<file path="src/rtl/neuron_acc.sv">
// neuron_acc: streaming Q1.6 dot-product accumulator with bias, saturating
// Q1.6 result and valid/ready handshakes on both sides.
// Optional feature: define NEURON_ACC_RELU_EN to clamp negative results to 0.
// out_valid is a registered flag raised one cycle after entering OUTPUT, so
// the result appears two edges after the last term is accepted.
module neuron_acc #(
    parameter int MAX_TERMS = 16
) (
    input  logic       clk,
    input  logic       rst,
    input  logic       in_valid,
    output logic       in_ready,
    input  logic [7:0] w,
    input  logic [7:0] x,
    input  logic [7:0] b,
    input  logic       in_last,
    output logic       out_valid,
    input  logic       out_ready,
    output logic [7:0] out,
    output logic       ovr,
    output logic [4:0] cnt
);

    typedef enum logic [1:0] {IDLE, ACCUM, FINISH, OUTPUT} state_t;

    state_t             state;
    state_t             nxt;
    logic signed [19:0] acc;
    logic        [7:0]  bias;
    logic        [4:0]  tcnt;
    logic        [4:0]  tcnt_nxt;
    logic               accept;
    logic               last_term;
    logic signed [15:0] prod;
    logic signed [19:0] prod_ext;
    logic signed [19:0] bias_ext;
    logic signed [19:0] sum;
    logic signed [19:0] shr;
    logic        [7:0]  sat_out;
    logic               sat_ovr;

    // Term handshake and full-precision Q2.12 product
    assign accept    = in_valid && in_ready;
    assign prod      = $signed(w) * $signed(x);
    assign prod_ext  = {{4{prod[15]}}, prod};
    assign tcnt_nxt  = (state == IDLE) ? 5'd1 : tcnt + 5'd1;
    assign last_term = in_last || (tcnt_nxt == 5'(MAX_TERMS));

    // Bias alignment, floor shift back to Q1.6 and saturation
    always_comb begin
        bias_ext = {{6{bias[7]}}, bias, 6'b0};
        sum      = acc + bias_ext;
        shr      = sum >>> 6;
        sat_out  = shr[7:0];
        sat_ovr  = 1'b0;
        if (shr > 20'sd127) begin
            sat_out = 8'h7f;
            sat_ovr = 1'b1;
        end else if (shr < -20'sd128) begin
            sat_out = 8'h80;
            sat_ovr = 1'b1;
        end
`ifdef NEURON_ACC_RELU_EN
        if (sat_out[7]) begin
            sat_out = '0;
            sat_ovr = 1'b0;
        end
`endif
    end

    // Next-state and handshake outputs
    always_comb begin
        nxt      = state;
        in_ready = 1'b0;
        case (state)
            IDLE, ACCUM: begin
                in_ready = 1'b1;
                if (in_valid)
                    nxt = last_term ? FINISH : ACCUM;
            end
            FINISH:  nxt = OUTPUT;
            OUTPUT:  if (out_valid && out_ready) nxt = IDLE;
            default: nxt = IDLE;
        endcase
    end

    // State register and delayed result-valid flag
    always_ff @(posedge clk or posedge rst) begin
        if (rst) begin
            state     <= IDLE;
            out_valid <= 1'b0;
        end else begin
            state <= nxt;
            if (state == OUTPUT && !out_valid)
                out_valid <= 1'b1;
            else if (out_valid && out_ready)
                out_valid <= 1'b0;
        end
    end

    // Accumulator, bias capture and result registers
    always_ff @(posedge clk or posedge rst) begin
        if (rst) begin
            acc  <= '0;
            bias <= '0;
            tcnt <= '0;
            out  <= '0;
            ovr  <= 1'b0;
            cnt  <= '0;
        end else begin
            if (accept) begin
                tcnt <= tcnt_nxt;
                if (state == IDLE) begin
                    acc  <= prod_ext;
                    bias <= b;
                end else begin
                    acc <= acc + prod_ext;
                end
            end
            if (state == FINISH) begin
                out <= sat_out;
                ovr <= sat_ovr;
                cnt <= tcnt;
            end
        end
    end

endmodule

</file>
<file path="config.mk">
export PLATFORM = sky130hd
export DESIGN_NAME = neuron_acc
export DESIGN_NICKNAME = d
export VERILOG_FILES = /design/src/rtl/neuron_acc.sv
export SDC_FILE = /design/constraint.sdc
export NUM_CORES = 1
export LEC_CHECK = 0
export CAP_MARGIN = 20
export CORE_ASPECT_RATIO = 1.1
export CORE_UTILIZATION = 55
export DETAILED_ROUTE_END_ITERATION = 8
export PLACE_DENSITY = 0.78
export SLEW_MARGIN = 10
export SYNTH_ARGS = -nofsm -noshare
export SYNTH_HDL_FRONTEND = slang
export SYNTH_SLANG_ARGS = --single-unit
</file>
<file path="constraint.sdc">
create_clock -name clk -period 8.3 [get_ports clk]
set_input_delay 1.66 -clock clk [delete_from_list [all_inputs] [get_ports clk]]
set_output_delay 1.66 -clock clk [all_outputs]
set_load 0.05 [all_outputs]
</file>
==> summary.md, run 1 <==
| Metric | Value |
|---|---|
| Status | `finished, final reports clean` |
| Cell variety after synth | `63` |
| Finish-stage setup viols | `0` |
| Max-slew violations | `0` |
| HP Class | `reg -> reg` |
| Number of synthesized flops with an enable pin | `0` |
| Post-CTS Repair Setup Buffers | `0` |
| Net Count, Synth | `857` |
| Required @ worst endpoint | `8.47 ns` |
| Post-DP HPWL | `10,500 µm` |
| TritonCTS buffer count | `5` |
| CTS Root Cell | `clkbuf_16` |
| MaxCap Viol Count | `0` |
| Grt ovf | `0` |
| Via Count | `5,056` |
| Reg2reg path depth | `10` |
| Critical Path Fanout Max | `8` |
| Synth Instances | `706` |
| Bufs on Longest Clock Path | `2` |
| DR iter-0 viols | `202` |
| Final setup TNS | `0 ns` |
| Post-CTS resize count | `0` |
| Skew final | `0.00736 ns` |
| Clk slew on worst S/H paths | `0.07 ns` |
| Syn. warnings | `0` |
| Mean area per synthesized cell | `8.91 µm²` |
| Main area contributors after synthesis | `dfrtp_1 (20%), fa_1 (18%), ha_1 (13%)` |
| WHS | `0.494 ns` |
| Layout Nets | `904` |
| Initial antenna violation count | `0` |
| Cell Area, Placed | `6910 µm²` |
| Tot GR Track Use | `22.9%` |
| Synth top area share | `19.9%` |
| Fillers | `924` |
| I/O Pins | `45` |
| Critical path arrival | `7.85 ns` |
| Ys async rst share | `100%` |
| Die width | `104 µm` |
| Clk_lat worst skew | `0.29 ns` |
| Antenna Nets Post-Route | `0` |
| Top cells by count, synth | `inv_1 (103), ha_1 (65), fa_1 (57), nand2_1 (53), dfrtp_1 (50)` |
| Area Growth Syn to Fin | `12.6%` |
| Via density per instance | `5.61` |
| Die Ht | `114 µm` |
| Layout cell share with drive strength beyond 1 | `6.63%` |
| Gpl congestion | `0.920` |
| Router iterations before antenna repair | `5` |
| Max Fclk | `130 MHz` |
| Tmin final | `7.68 ns` |
| H-tree levels | `2` |
| Final Hold Vio Count | `0` |
| Starting Density | `57.1%` |
| Largest net degree at the start of global routing | `51` |
| Post-Syn Area | `6290 µm²` |
| Yosys top cell by area | `dfrtp_1` |
| Reg2Reg Setup Slack | `5.19 ns` |
| Core Rows | `40` |
| Final instance area | `7080 µm²` |
| Hold_buf cts | `0` |
| Register area share after synthesis | `19.9%` |
| PortBufs | `44` |
| Main flop type after synthesis | `dfrtp_1` |
| Hold Path Stages | `2` |
| TritonCTS clock tree | `done` |
| CP endpoint kind | `register` |
| Area of the core | `11,000 µm²` |
| RSZ-0062 raised after global routing | `false` |
| Non-filler cells in the finished layout | `901` |
| CTS Sinks | `50` |
| Drt total wl | `12,900 µm` |
| Critical path launch point type | `primary input` |
| Vias in the first global route | `5,133` |
| First-pass GRT wire length | `22,600 µm` |
| Avg WL per Cell | `14.3 µm` |
| DRC Markers | `0` |
| Die Area | `11,900 µm²` |
| Count leader, synth | `inv_1` |
| Register bit total from synthesis | `50` |
| Max-slew headroom | `34.4%` |
| Placed insts | `892` |
| Period utilization | `92.5%` |
| Kind of critical path | `in -> reg` |
| Worst-margin pin slew | `0.980 ns` |
| Ant diodes | `0` |
## cells by family (layout without fill, tap and decap cells)
family | after synthesis | in the layout | share of synthesized area (%)
multiplexers | 19 | 19 | 3.30
adder cells (fa/ha/maj) | 122 | 122 | 31.1
AND/OR/NAND/NOR | 213 | 213 | 17.6
XOR/XNOR | 35 | 35 | 4.87
buffers and inverters | 112 | 160 | 6.69
AO/OA/AOI/OAI | 155 | 155 | 16.5
flip-flops | 50 | 50 | 19.9
## cells in the final DEF (no fill, tap or decap), types with 6 or more instances in the layout
cell / count
o22ai_1: 12
nor2b_1: 9
and3_1: 6
fa_1: 57
nor2_1: 39
a31oi_1: 8
ha_1: 65
mux2_2: 14
o21ai_0: 41
nand3_1: 14
o21a_1: 7
and2_1: 45
nand2_1: 53
nor3_1: 15
xor2_1: 9
xnor2_1: 26
clkdlybuf4s50_1: 44
a21oi_1: 30
a21o_1: 10
inv_1: 102
dfrtp_1: 50
o21bai_1: 6
nand4_1: 6
## worst paths after layout
check / from / endpoint
max reg2reg: acc[0]$_DFFE_PP0P_ / acc[18]$_DFFE_PP0P_
min reg2reg: acc[3]$_DFFE_PP0P_ / acc[3]$_DFFE_PP0P_
min in group asynchronous: rst / cnt[1]$_DFFE_PP0N_
max: x[4] / acc[17]$_DFFE_PP0P_
min: acc[3]$_DFFE_PP0P_ / acc[3]$_DFFE_PP0P_
max in group asynchronous: rst / out[7]$_DFFE_PP0N_
## flip-flops by register name, summed over array words and instances (netlist names)
signal and count:
ovr 1, state 2, out_valid 1, acc 20, bias 8, cnt 5, tcnt 5, out 8
## through the flow
stage	utilization (%)	setup WS, ns
after global routing	64.3	0.212
after global placement	62.7	0.458
after CTS	64.1	0.601
after detailed placement	62.7	0.283
final	64.3	0.619
after floorplan	-	1.39
## area by class of cell
type,count,area [µm²],area share (%)
clock inverter,3,28.8,0.406
tap,147,184,2.60
inverter,103,387,5.46
timing repair buffer,49,490,6.92
clock buffer,5,125,1.77
sequential,50,1250,17.7
multi-input combinational,544,4620,65.2
## critical path, stage by stage
cell and delay [ns]:
clkdlybuf4s50_1 0.53, and2_1 0.24, fa_1 0.53, inv_1 0.05, fa_1 0.47, inv_1 0.05, fa_1 0.52, inv_1 0.05
fa_1 0.53, inv_1 0.04, ha_1 0.32, a21oi_1 0.21, o21bai_1 0.08, a21oi_1 0.22, o21ai_0 0.21, o311ai_0 0.57
ha_1 0.32, nand4_1 0.11, a211oi_1 0.25, nor4_1 0.13, or3b_2 0.48, a31oi_1 0.17, o21ai_0 0.09
## metal layers
| metal | share of wire (%) | wire length, µm | track usage (%) | vias up |
|---|---|---|---|---|
| met3 | 2.7 | 351 | 2.22 | 20 |
| met4 | 2.0 | 259 | 8.67 | 0 |
| met1 | 45 | 5820 | 27.7 | 2413 |
| li1 | - | - | - | 2509 |
| met5 | 0 | 0 | 0 | - |
| met2 | 50 | 6490 | 42.4 | 114 |
Power of run 1 is left out: the tool's default activity adds up to more than one toggle a clock period on the data nets, which glitch-free logic cannot reach.
==> inputs of run 2 (changes only) <==
MAX_ROUTING_LAYER = met4   (was unset)
SETUP_SLACK_MARGIN = 0.4   (was unset)
==> run 2 against run 1 <==
- final cell count did not move
- maximum frequency rose by 2.7%
- final area rose by 0.49%
- highest routed layer unchanged
==> summary.md, run 2 (synthesized netlist as in run 1, its figures left out) <==
| Metric | Value |
|---|---|
| Ant diodes | `0 (unchanged)` |
| HP Class | `reg -> reg (unchanged)` |
| Core Rows | `40 (unchanged)` |
| Gpl congestion | `0.924 (was 0.920)` |
| Register with the most flip-flops | `acc (unchanged)` |
| CTS Sinks | `50 (unchanged)` |
| Antenna Nets Post-Route | `0 (unchanged)` |
| Bufs on Longest Clock Path | `2 (unchanged)` |
| CP top delay family | `adder cells (unchanged)` |
| Slowest cell on crit path | `clkdlybuf4s50_1 (was o311ai_0)` |
| Initial antenna violation count | `0 (unchanged)` |
| Max-slew violations | `0 (unchanged)` |
| Clk slew on worst S/H paths | `0.07 ns (about the same)` |
| I/O Pins | `45 (unchanged)` |
| Layout cell share with drive strength beyond 1 | `7.56% (was 6.63%)` |
| CTS Root Cell | `clkbuf_16 (unchanged)` |
| DRC Markers | `0 (unchanged)` |
| RSZ-0062 raised after global routing | `false (unchanged)` |
| Avg WL per Cell | `14.6 µm (was 14.3 µm)` |
| Post-DP HPWL | `10,800 µm (was 10,500 µm)` |
| Die Area | `11,900 µm² (unchanged)` |
| Worst-margin pin slew | `0.921 ns (was 0.980 ns)` |
| Die Ht | `114 µm (unchanged)` |
| MaxCap Viol Count | `0 (unchanged)` |
| Starting Density | `57.1% (unchanged)` |
| Clk_lat worst skew | `0.29 ns (about the same)` |
| Critical Path Fanout Max | `8 (unchanged)` |
| Final Hold Vio Count | `0 (unchanged)` |
| Critical path launch point type | `primary input (unchanged)` |
| Crit path buf inv count | `6 (was 5)` |
| Tmin final | `7.48 ns (was 7.68 ns)` |
| Max Fclk | `134 MHz (was 130 MHz)` |
| Router iterations before antenna repair | `4 (was 5)` |
| TritonCTS buffer count | `5 (unchanged)` |
| DR iter-0 viols | `180 (was 202)` |
| Max-slew headroom | `38.4% (was 34.4%)` |
| WHS | `0.498 ns (was 0.494 ns)` |
| Finish-stage setup viols | `0 (unchanged)` |
| First-pass GRT wire length | `22,900 µm (was 22,600 µm)` |
| Reg2Reg Setup Slack | `5.23 ns (was 5.19 ns)` |
| Leading cell type in the layout, fill and taps excluded | `inv_1 (unchanged)` |
| H-tree levels | `2 (unchanged)` |
| Non-filler cells in the finished layout | `901 (unchanged)` |
| CP endpoint kind | `register (unchanged)` |
| Grt ovf | `0 (unchanged)` |
| Cell mode on critical path | `inv_1` |
| Via density per instance | `5.63 (was 5.61)` |
| Tot GR Track Use | `24.0% (was 22.9%)` |
| Hold_buf cts | `0 (unchanged)` |
| Kind of critical path | `in -> reg (unchanged)` |
| Max FFs per register | `20 (unchanged)` |
| TritonCTS clock tree | `done (unchanged)` |
| Critical path arrival | `7.65 ns (was 7.85 ns)` |
| Most frequent cells in the layout | `inv_1 (102), ha_1 (63), fa_1 (57) (was inv_1 (102), ha_1 (65), fa_1 (57))` |
| Max incr delay on CP | `0.54 ns (was 0.57 ns)` |
| Vias in the first global route | `5,219 (was 5,133)` |
| Area of the core | `11,000 µm² (unchanged)` |
| Area Growth Syn to Fin | `13.2% (was 12.6%)` |
| Layout Nets | `904 (unchanged)` |
| Fillers | `892 (was 924)` |
| Final setup TNS | `0 ns (unchanged)` |
| Die width | `104 µm (unchanged)` |
| Via Count | `5,072 (was 5,056)` |
| Worst slack, placed | `0.277 ns (was 0.283 ns)` |
| Placed insts | `892 (unchanged)` |
| Drt total wl | `13,100 µm (was 12,900 µm)` |
| Period utilization | `90.1% (was 92.5%)` |
| Skew final | `0.00896 ns (was 0.00736 ns)` |
| PortBufs | `44 (unchanged)` |
| Worst-path cell chain | `clkdlybuf4s50_1 > and2_1 > fa_1 > inv_1 > fa_1 > inv_1 > fa_1 > inv_1 > fa_1 > inv_1 > ha_1 > o21ai_0 > o21ai_0 > nand3_1 > a31oi_1 > xnor2_2 > inv_1 > ha_1 > a21o_1 > a21oi_1 > nor2b_1 > a311oi_1 > mux2i_1 > nand3_1 (was clkdlybuf4s50_1 > and2_1 > fa_1 > inv_1 > fa_1 > inv_1 > fa_1 > inv_1 > fa_1 > inv_1 > ha_1 > a21oi_1 > o21bai_1 > a21oi_1 > o21ai_0 > o311ai_0 > ha_1 > nand4_1 > a211oi_1 > nor4_1 > or3b_2 > a31oi_1 > o21ai_0)` |
| Largest net degree at the start of global routing | `51 (unchanged)` |
| Setup ws final | `0.820 ns (was 0.619 ns)` |
| Status | `finished, final reports clean (unchanged)` |
| Largest regs | `acc x20, bias x8, out x8 (unchanged)` |
| Required @ worst endpoint | `8.48 ns (was 8.47 ns)` |
==> run 2: what timing repair did <==
item,4_1_cts,5_1_grt
gates resized for setup,0,9
setup buffers,0,0
setup endpoints to repair,0,5
==> run 2: final timing paths <==
kind	from	to	cells after the start
max	x[4]	acc[18]$_DFFE_PP0P_	24
min	acc[4]$_DFFE_PP0P_	acc[4]$_DFFE_PP0P_	2
max reg2reg	acc[6]$_DFFE_PP0P_	out[6]$_DFFE_PP0N_	10
min reg2reg	acc[4]$_DFFE_PP0P_	acc[4]$_DFFE_PP0P_	2
max in group asynchronous	rst	out[6]$_DFFE_PP0N_	3
min in group asynchronous	rst	cnt[1]$_DFFE_PP0N_	2
==> run 2: cell type report <==
class / count / area, µm² / share of cell area [%]
Clock inverter: 3 / 28.8 / 0.404
Clock buffer: 5 / 125 / 1.76
Timing Repair Buffer: 49 / 490 / 6.89
Sequential cell: 50 / 1250 / 17.6
Multi-Input combinational cell: 544 / 4650 / 65.4
Inverter: 103 / 387 / 5.43
Tap cell: 147 / 184 / 2.58
==> run 2: stage by stage <==
| step | utilization (%) | instance area, µm² |
|---|---|---|
| after floorplan | - | 6290 |
| after global routing | 64.6 | 7120 |
| after global placement | 62.7 | 6910 |
| after CTS | 64.1 | 7060 |
| after detailed placement | 62.7 | 6910 |
| final | 64.6 | 7120 |
==> run 2: routing by layer <==
metal | up-vias | share of wire, % | GRT usage, % | routed length [µm]
met5 | - | 0 | - | 0
met4 | 0 | 1.6 | 6.86 | 206
met3 | 14 | 2.4 | 1.94 | 314
met2 | 98 | 52 | 44.9 | 6800
met1 | 2458 | 44 | 27.7 | 5800
li1 | 2502 | - | - | -
==> run 2: worst register-to-register path, stage by stage, from the launching register on <==
cell	delay [ns]
dfrtp_1	0.42
ha_1	0.24
fa_1	0.40
a21oi_1	0.24
o21a_1	0.21
o211ai_2	0.14
a21o_2	0.26
a22oi_1	0.16
or4b_4	0.50
o21ai_4	0.23
o22ai_1	0.13
Power of run 2 is left out for the same reason.
==> inputs of run 3 (changes only) <==
CTS_CLUSTER_DIAMETER = 80   (was unset)
==> results of run 3 <==
Same layout as run 2: the final DEF is identical, and so are final timing and power.
Power of run 3 is left out for the same reason.
